<file path="src/rtl/i2c_cmd_sequencer.sv">
// Command FIFO and transaction sequencer in front of the I2C master.
// Issues one master transaction per queued command and returns one in-order response each.
module i2c_cmd_sequencer #(
  parameter int DEPTH   = 4,
  parameter int ADDR_W  = 7,
  parameter int DATA_W  = 8,
  parameter int TIMEOUT = 65535
) (
  input  logic                     i_clk,
  input  logic                     i_rst,
  input  logic                     i_cmd_valid,
  output logic                     o_cmd_ready,
  input  logic                     i_cmd_rw,
  input  logic [ADDR_W-1:0]        i_cmd_addr,
  input  logic [DATA_W-1:0]        i_cmd_wdata,
  output logic                     o_rsp_valid,
  input  logic                     i_rsp_ready,
  output logic [DATA_W-1:0]        o_rsp_rdata,
  output logic [1:0]               o_rsp_err,
  output logic                     o_start_txn,
  output logic                     o_rw,
  output logic [ADDR_W-1:0]        o_sub_addr,
  output logic [DATA_W-1:0]        o_master_data_in,
  input  logic                     i_master_busy,
  input  logic                     i_master_done,
  input  logic                     i_master_ack_error,
  input  logic [DATA_W-1:0]        i_master_data_out,
  output logic [$clog2(DEPTH):0]   o_cmd_count,
  output logic                     o_idle
);

  localparam int PW = $clog2(DEPTH);
  localparam int CW = PW + 1;
  localparam int TW = $clog2(TIMEOUT + 1);
  localparam int EW = 1 + ADDR_W + DATA_W;

  localparam logic [1:0] ERR_OK      = 2'b00;
  localparam logic [1:0] ERR_NACK    = 2'b01;
  localparam logic [1:0] ERR_TIMEOUT = 2'b10;

  // state  | meaning
  // IDLE   | waiting for a queued command
  // LAUNCH | start_txn asserted, waiting for master busy/done
  // RUN    | master busy, waiting for done
  // RESP   | result captured, waiting for the response slot
  typedef enum logic [1:0] {S_IDLE, S_LAUNCH, S_RUN, S_RESP} state_t;

  state_t r_state;
  state_t w_state_nxt;

  logic [EW-1:0]     r_mem [DEPTH];
  logic [PW-1:0]     r_wr_ptr;
  logic [PW-1:0]     r_rd_ptr;
  logic [CW-1:0]     r_count;
  logic [TW-1:0]     r_tmo_cnt;
  logic              r_rw;
  logic [ADDR_W-1:0] r_sub_addr;
  logic [DATA_W-1:0] r_wdata;
  logic [DATA_W-1:0] r_res_rdata;
  logic [1:0]        r_res_err;
  logic              r_rsp_valid;
  logic [DATA_W-1:0] r_rsp_rdata;
  logic [1:0]        r_rsp_err;

  logic              w_full;
  logic              w_empty;
  logic              w_push;
  logic              w_pop;
  logic              w_capture;
  logic              w_timeout;
  logic              w_rsp_load;
  logic              w_tc;
  logic [EW-1:0]     w_head;

  assign w_full   = (r_count == CW'(DEPTH));
  assign w_empty  = (r_count == '0);
  assign w_push   = i_cmd_valid && o_cmd_ready;
  assign w_head   = r_mem[r_rd_ptr];
  assign w_tc     = (r_tmo_cnt == TW'(TIMEOUT - 1));

  assign o_cmd_ready      = !w_full && !i_rst;
  assign o_cmd_count      = r_count;
  assign o_start_txn      = (r_state == S_LAUNCH);
  assign o_rw             = r_rw;
  assign o_sub_addr       = r_sub_addr;
  assign o_master_data_in = r_wdata;
  assign o_rsp_valid      = r_rsp_valid;
  assign o_rsp_rdata      = r_rsp_rdata;
  assign o_rsp_err        = r_rsp_err;
  assign o_idle           = (r_state == S_IDLE) && w_empty && !r_rsp_valid;

  always_ff @(posedge i_clk or posedge i_rst) begin
    if (i_rst) r_state <= S_IDLE;
    else       r_state <= w_state_nxt;
  end

  always_comb begin
    w_state_nxt = r_state;
    w_pop       = 1'b0;
    w_capture   = 1'b0;
    w_timeout   = 1'b0;
    w_rsp_load  = 1'b0;
    case (r_state)
      S_IDLE: begin
        if (!w_empty) begin
          w_pop       = 1'b1;
          w_state_nxt = S_LAUNCH;
        end
      end
      S_LAUNCH, S_RUN: begin
        // done wins over both timeout and busy, even in LAUNCH
        if (i_master_done) begin
          w_capture   = 1'b1;
          w_state_nxt = S_RESP;
        end else if (w_tc) begin
          w_timeout   = 1'b1;
          w_state_nxt = S_RESP;
        end else if ((r_state == S_LAUNCH) && i_master_busy) begin
          w_state_nxt = S_RUN;
        end
      end
      S_RESP: begin
        if (!r_rsp_valid || i_rsp_ready) begin
          w_rsp_load  = 1'b1;
          w_state_nxt = S_IDLE;
        end
      end
      default: w_state_nxt = S_IDLE;
    endcase
  end

  always_ff @(posedge i_clk) begin
    if (w_push) r_mem[r_wr_ptr] <= {i_cmd_rw, i_cmd_addr, i_cmd_wdata};
  end

  always_ff @(posedge i_clk or posedge i_rst) begin
    if (i_rst) begin
      r_wr_ptr <= '0;
      r_rd_ptr <= '0;
      r_count  <= '0;
    end else begin
      if (w_push) r_wr_ptr <= r_wr_ptr + 1'b1;
      if (w_pop)  r_rd_ptr <= r_rd_ptr + 1'b1;
      case ({w_push, w_pop})
        2'b10:   r_count <= r_count + 1'b1;
        2'b01:   r_count <= r_count - 1'b1;
        default: r_count <= r_count;
      endcase
    end
  end

  always_ff @(posedge i_clk or posedge i_rst) begin
    if (i_rst) begin
      r_rw       <= 1'b0;
      r_sub_addr <= '0;
      r_wdata    <= '0;
      r_tmo_cnt  <= '0;
    end else begin
      if (w_pop) begin
        r_rw       <= w_head[EW-1];
        r_sub_addr <= w_head[DATA_W +: ADDR_W];
        r_wdata    <= w_head[DATA_W-1:0];
        r_tmo_cnt  <= '0;
      end else if ((r_state == S_LAUNCH) || (r_state == S_RUN)) begin
        r_tmo_cnt  <= r_tmo_cnt + 1'b1;
      end
    end
  end

  always_ff @(posedge i_clk or posedge i_rst) begin
    if (i_rst) begin
      r_res_rdata <= '0;
      r_res_err   <= ERR_OK;
    end else if (w_capture) begin
      r_res_rdata <= (r_rw && !i_master_ack_error) ? i_master_data_out : '0;
      r_res_err   <= i_master_ack_error ? ERR_NACK : ERR_OK;
    end else if (w_timeout) begin
      r_res_rdata <= '0;
      r_res_err   <= ERR_TIMEOUT;
    end
  end

  always_ff @(posedge i_clk or posedge i_rst) begin
    if (i_rst) begin
      r_rsp_valid <= 1'b0;
      r_rsp_rdata <= '0;
      r_rsp_err   <= ERR_OK;
    end else if (w_rsp_load) begin
      r_rsp_valid <= 1'b1;
      r_rsp_rdata <= r_res_rdata;
      r_rsp_err   <= r_res_err;
    end else if (i_rsp_ready) begin
      r_rsp_valid <= 1'b0;
    end
  end

endmodule

</file>
<file path="config.mk">
export PLATFORM = sky130hd
export DESIGN_NAME = i2c_cmd_sequencer
export DESIGN_NICKNAME = d
export VERILOG_FILES = /design/src/rtl/i2c_cmd_sequencer.sv
export SDC_FILE = /design/constraint.sdc
export NUM_CORES = 1
export LEC_CHECK = 0
export CORE_UTILIZATION = 47
export CTS_BUF_LIST = sky130_fd_sc_hd__clkbuf_4 sky130_fd_sc_hd__clkbuf_8 sky130_fd_sc_hd__clkbuf_16
export CTS_CLUSTER_DIAMETER = 60
export DETAILED_ROUTE_END_ITERATION = 16
export GPL_ROUTABILITY_DRIVEN = 0
export PLACE_DENSITY = 0.74
export SETUP_SLACK_MARGIN = 0.4
export SLEW_MARGIN = 15
export SYNTH_ARGS = -nofsm -noshare
export SYNTH_HDL_FRONTEND = slang
export SYNTH_SLANG_ARGS = --single-unit
export TNS_END_PERCENT = 20
</file>
<file path="constraint.sdc">
create_clock -name i_clk -period 4.15 [get_ports i_clk]
set_clock_uncertainty 0.15 [all_clocks]
set_input_delay 0.83 -clock i_clk [delete_from_list [all_inputs] [get_ports i_clk]]
set_output_delay 0.83 -clock i_clk [all_outputs]
set_load 0.005 [all_outputs]
</file>
==> results.md <==
* Worst hold start: o_master_data_in[7]$_DFFE_PP0N_
* FP Rows at 37
* Post-CTS Hold Buffers at 0
* Drt first-iter violations at 111
* Synth Cell Area at 5060 sq um
* Sequential element share of the synthesized area at 68.7%
* Fin util at roughly three fifths
* Flop-to-flop setup slack at 1.27 ns
* Initial Util at 48.8%
* EDFF count, synth at 64
* Gate Count Post-Synth at 345
* Sum Neg Setup Slack at 0 ns
* Fmax at 309 MHz
* Reg clk slew, reported paths at around 0.06 ns
* Crit path DAT at around 2.3 ns
* Global route overflow at 0
* Worst-Skew Late Latency at 0.51 ns
* P_int at 3.12 mW
* PnR Total Power at around 4.4 mW
* Post-route cell area at roughly 6400 sq um
* RSZ-0062 raised after global routing: false
* Hold WS at 0.333 ns
* Maxcap violations at 0
* Layout net count at 460
* P_leak at 2.58 nW
* Status: complete, no violations
* Most common cell in the netlist: edfxtp_1
* Most used DFF post-synth: edfxtp_1
* Setup violations, final at 0
* Overall die height at 106 microns
* Yosys warnings at 0
* TritonCTS buffer count at 17
* First-pass GRT wire length at around 16000 microns
* Max_slew headroom at 34.1%
* Layout cell share with drive strength beyond 1 at 15.5%
* Number of global-route vias before repair at between 3000 and 4000
* Vias per inst at 5.25
* Max VDD drop at 457 uV
* Final hold vios at 0
* Hold crit path type: reg2reg
* RR Endpoint: o_cmd_count[2]$_DFFE_PP0P_
* Top delay family on crit path: buffers and inverters
* CTS H-Tree Depth at 4
* IO Count at between 60 and 70
* Crit Path Category: in2out
* Yosys cell types at 39
* Combinational power share at 27.9%
* HPWL after DPL at 5880 microns
* Largest net degree at the start of global routing at 47
* Post_cts resized at 0
* Critical-path top delay cell: clkdlybuf4s50_1
* Final Cycle Share at 77.9%
* Inserted Diodes at 0
* Synth Register Bits at 126
* Worst hold path depth at 2
* DP Area at 5830 sq um
* Slew Viols, Final at 0
* Type of origin of the critical path: primary input
* DRT Pass-1 Iters at 4
* Post CTS Setup Buffer Count at 0
* Post-route ant nets at 0
* Hold endpoint: o_master_data_in[7]$_DFFE_PP0N_
* WP buf/inv at 2
* Worst EP required at around 3.2 ns
* Drt wl/cell at 16.4 microns
* Clock network fraction of total power at 30.2%
* Clock root cell: clkbuf_8
* Cell Chain, Critical Path: clkdlybuf4s50_1 > a31oi_1 > clkdlybuf4s50_1
* Minimum clock period at approximately 3.2 ns
* Initial antenna violation count at 0
* Top cell type's share of synthesized area at 38.0%
* Total track usage at 18.9%
* Top cells by area, synth: edfxtp_1 38%, dfrtp_1 31%, mux4_2 7.1%, nand2_1 4.5%, ha_1 2.5%
* Ys async rst share at 49.2%
* Synth area leader: edfxtp_1
* Clk sink count at ~130
* Clk buf depth at 2
* Via count at 2979
* Worst path most repeated cell: clkdlybuf4s50_1
* Syn_area_per_cell at 14.7 sq um
* Sw power at 1.33 mW
* CP Capture Type: output pin
* Worst Setup SP: i_rst
* I/O Buffers at 63
* # placed instances at roughly 540
* Total wire length at between 9000 and 10000 microns
* Setup ws final at a little over 0.9 ns
* Net Sw Frac at 29.9%
* Filler cells at 787
* DIE AREA at 11200 sq um
* Commonest cells in the netlist: 64 x edfxtp_1, 62 x dfrtp_1, 61 x nand2_1
* Worst-path fanout max at 6
* Chip Width at 106 microns
* Setup slack after placement at 0.969 ns
* Core Area at between 10000 and 15000 sq um
* Syn nets at 387
* Worst Max-Slew Pin Slew at 0.988 ns
* Area delta synth->final at 26.0%
* CTS tree: built
* Pwr per Cell Area at 698 nW/um^2
* Origin of the critical flop-to-flop path: r_state[1]$_DFFE_PP0P_
* Crit-path max cell delay at 0.60 ns
* R2R depth at 11
* Sequential share of power at a little over two fifths
* Final Non-Filler Cells at 567
* DRC violation count after routing at 0
## state kept, by name, summed over array words and instances, names as in the netlist
register,count
r_state,2
r_res_rdata,8
r_rd_ptr,2
o_cmd_count,3
r_res_err,2
o_rw,1
r_wr_ptr,2
o_rsp_valid,1
o_rsp_err,2
o_sub_addr,7
r_tmo_cnt,16
o_rsp_rdata,8
r_mem,64
o_master_data_in,8
## cells by family (layout without fill, tap and decap cells)
group	after synthesis	after routing	synth area share, %
AOI/OAI and AO/OA	28	28	3.84
xor gates and xnor gates	16	16	2.77
adders and majority gates	11	11	2.87
buffers and inverters	28	114	2.18
DFF	126	126	68.7
muxes	28	28	9.77
and+or+nand+nor	108	108	9.87
## metal layers
layer	global-route usage, %	wire length, microns	share of wire [%]	vias to the layer above
met5	0	0	0	-
met4	5.16	68	0.73	0
met3	6.68	431	4.6	8
met2	31.6	4720	51	79
met1	23.2	4060	44	1502
li1	-	-	-	1390
## worst min-delay path, stage by stage (launching register included)
cell and delay (ns):
dfrtp_1 0.34, nand2_1 0.06, nand2_1 0.06
## power groups by stage
stage / Sequential (mW) / Combinational (mW) / Clock, mW
after floorplan: 1.78 / 0.821 / 0
after global placement: 1.87 / 1.22 / 0
after detailed placement: 1.89 / 1.25 / 0
after CTS: 1.87 / 1.26 / 1.37
after global routing: 1.91 / 1.38 / 1.43
final: 1.86 / 1.24 / 1.34
## cell usage in the layout, fill, tap and decap left out, types with 5 or more instances in the layout
| master | Yosys | layout |
|---|---|---|
| edfxtp_1 | 64 | 64 |
| mux4_2 | 16 | 16 |
| nor3_1 | 5 | 5 |
| xnor2_1 | 11 | 11 |
| ha_1 | 10 | 10 |
| a22o_1 | 8 | 8 |
| inv_1 | 16 | 15 |
| nand2_1 | 61 | 61 |
| clkdlybuf4s50_1 | 0 | 63 |
| a21oi_1 | 6 | 6 |
| mux2_2 | 11 | 11 |
| clkbuf_4 | 0 | 5 |
| dfrtp_1 | 62 | 61 |
| xor2_1 | 5 | 5 |
| o21ai_0 | 5 | 5 |
| clkbuf_16 | 0 | 16 |
| nor2_1 | 15 | 15 |
## worst max path at each step
stage                                       endpoint  depth (start not counted)
after floorplan           o_cmd_count[0]$_DFFE_PP0P_                          1
after global placement                   o_cmd_ready                          3
after detailed placement                 o_cmd_ready                          3
after CTS                                o_cmd_ready                          3
after global routing                     o_cmd_ready                          3
final                                    o_cmd_ready                          3
## area by class of cell
cell class | instances | area [sq um] | area share (%)
Multi-Input combinational cell | 191 | 1470 | 23.1
Tap cell | 136 | 170 | 2.67
Sequential cell | 126 | 3470 | 54.5
Clock inverter | 10 | 91.3 | 1.43
Timing Repair Buffer | 65 | 646 | 10.1
Clock buffer | 22 | 452 | 7.09
Inverter | 17 | 63.8 | 1.00
Power figures use the tool's default switching activity.
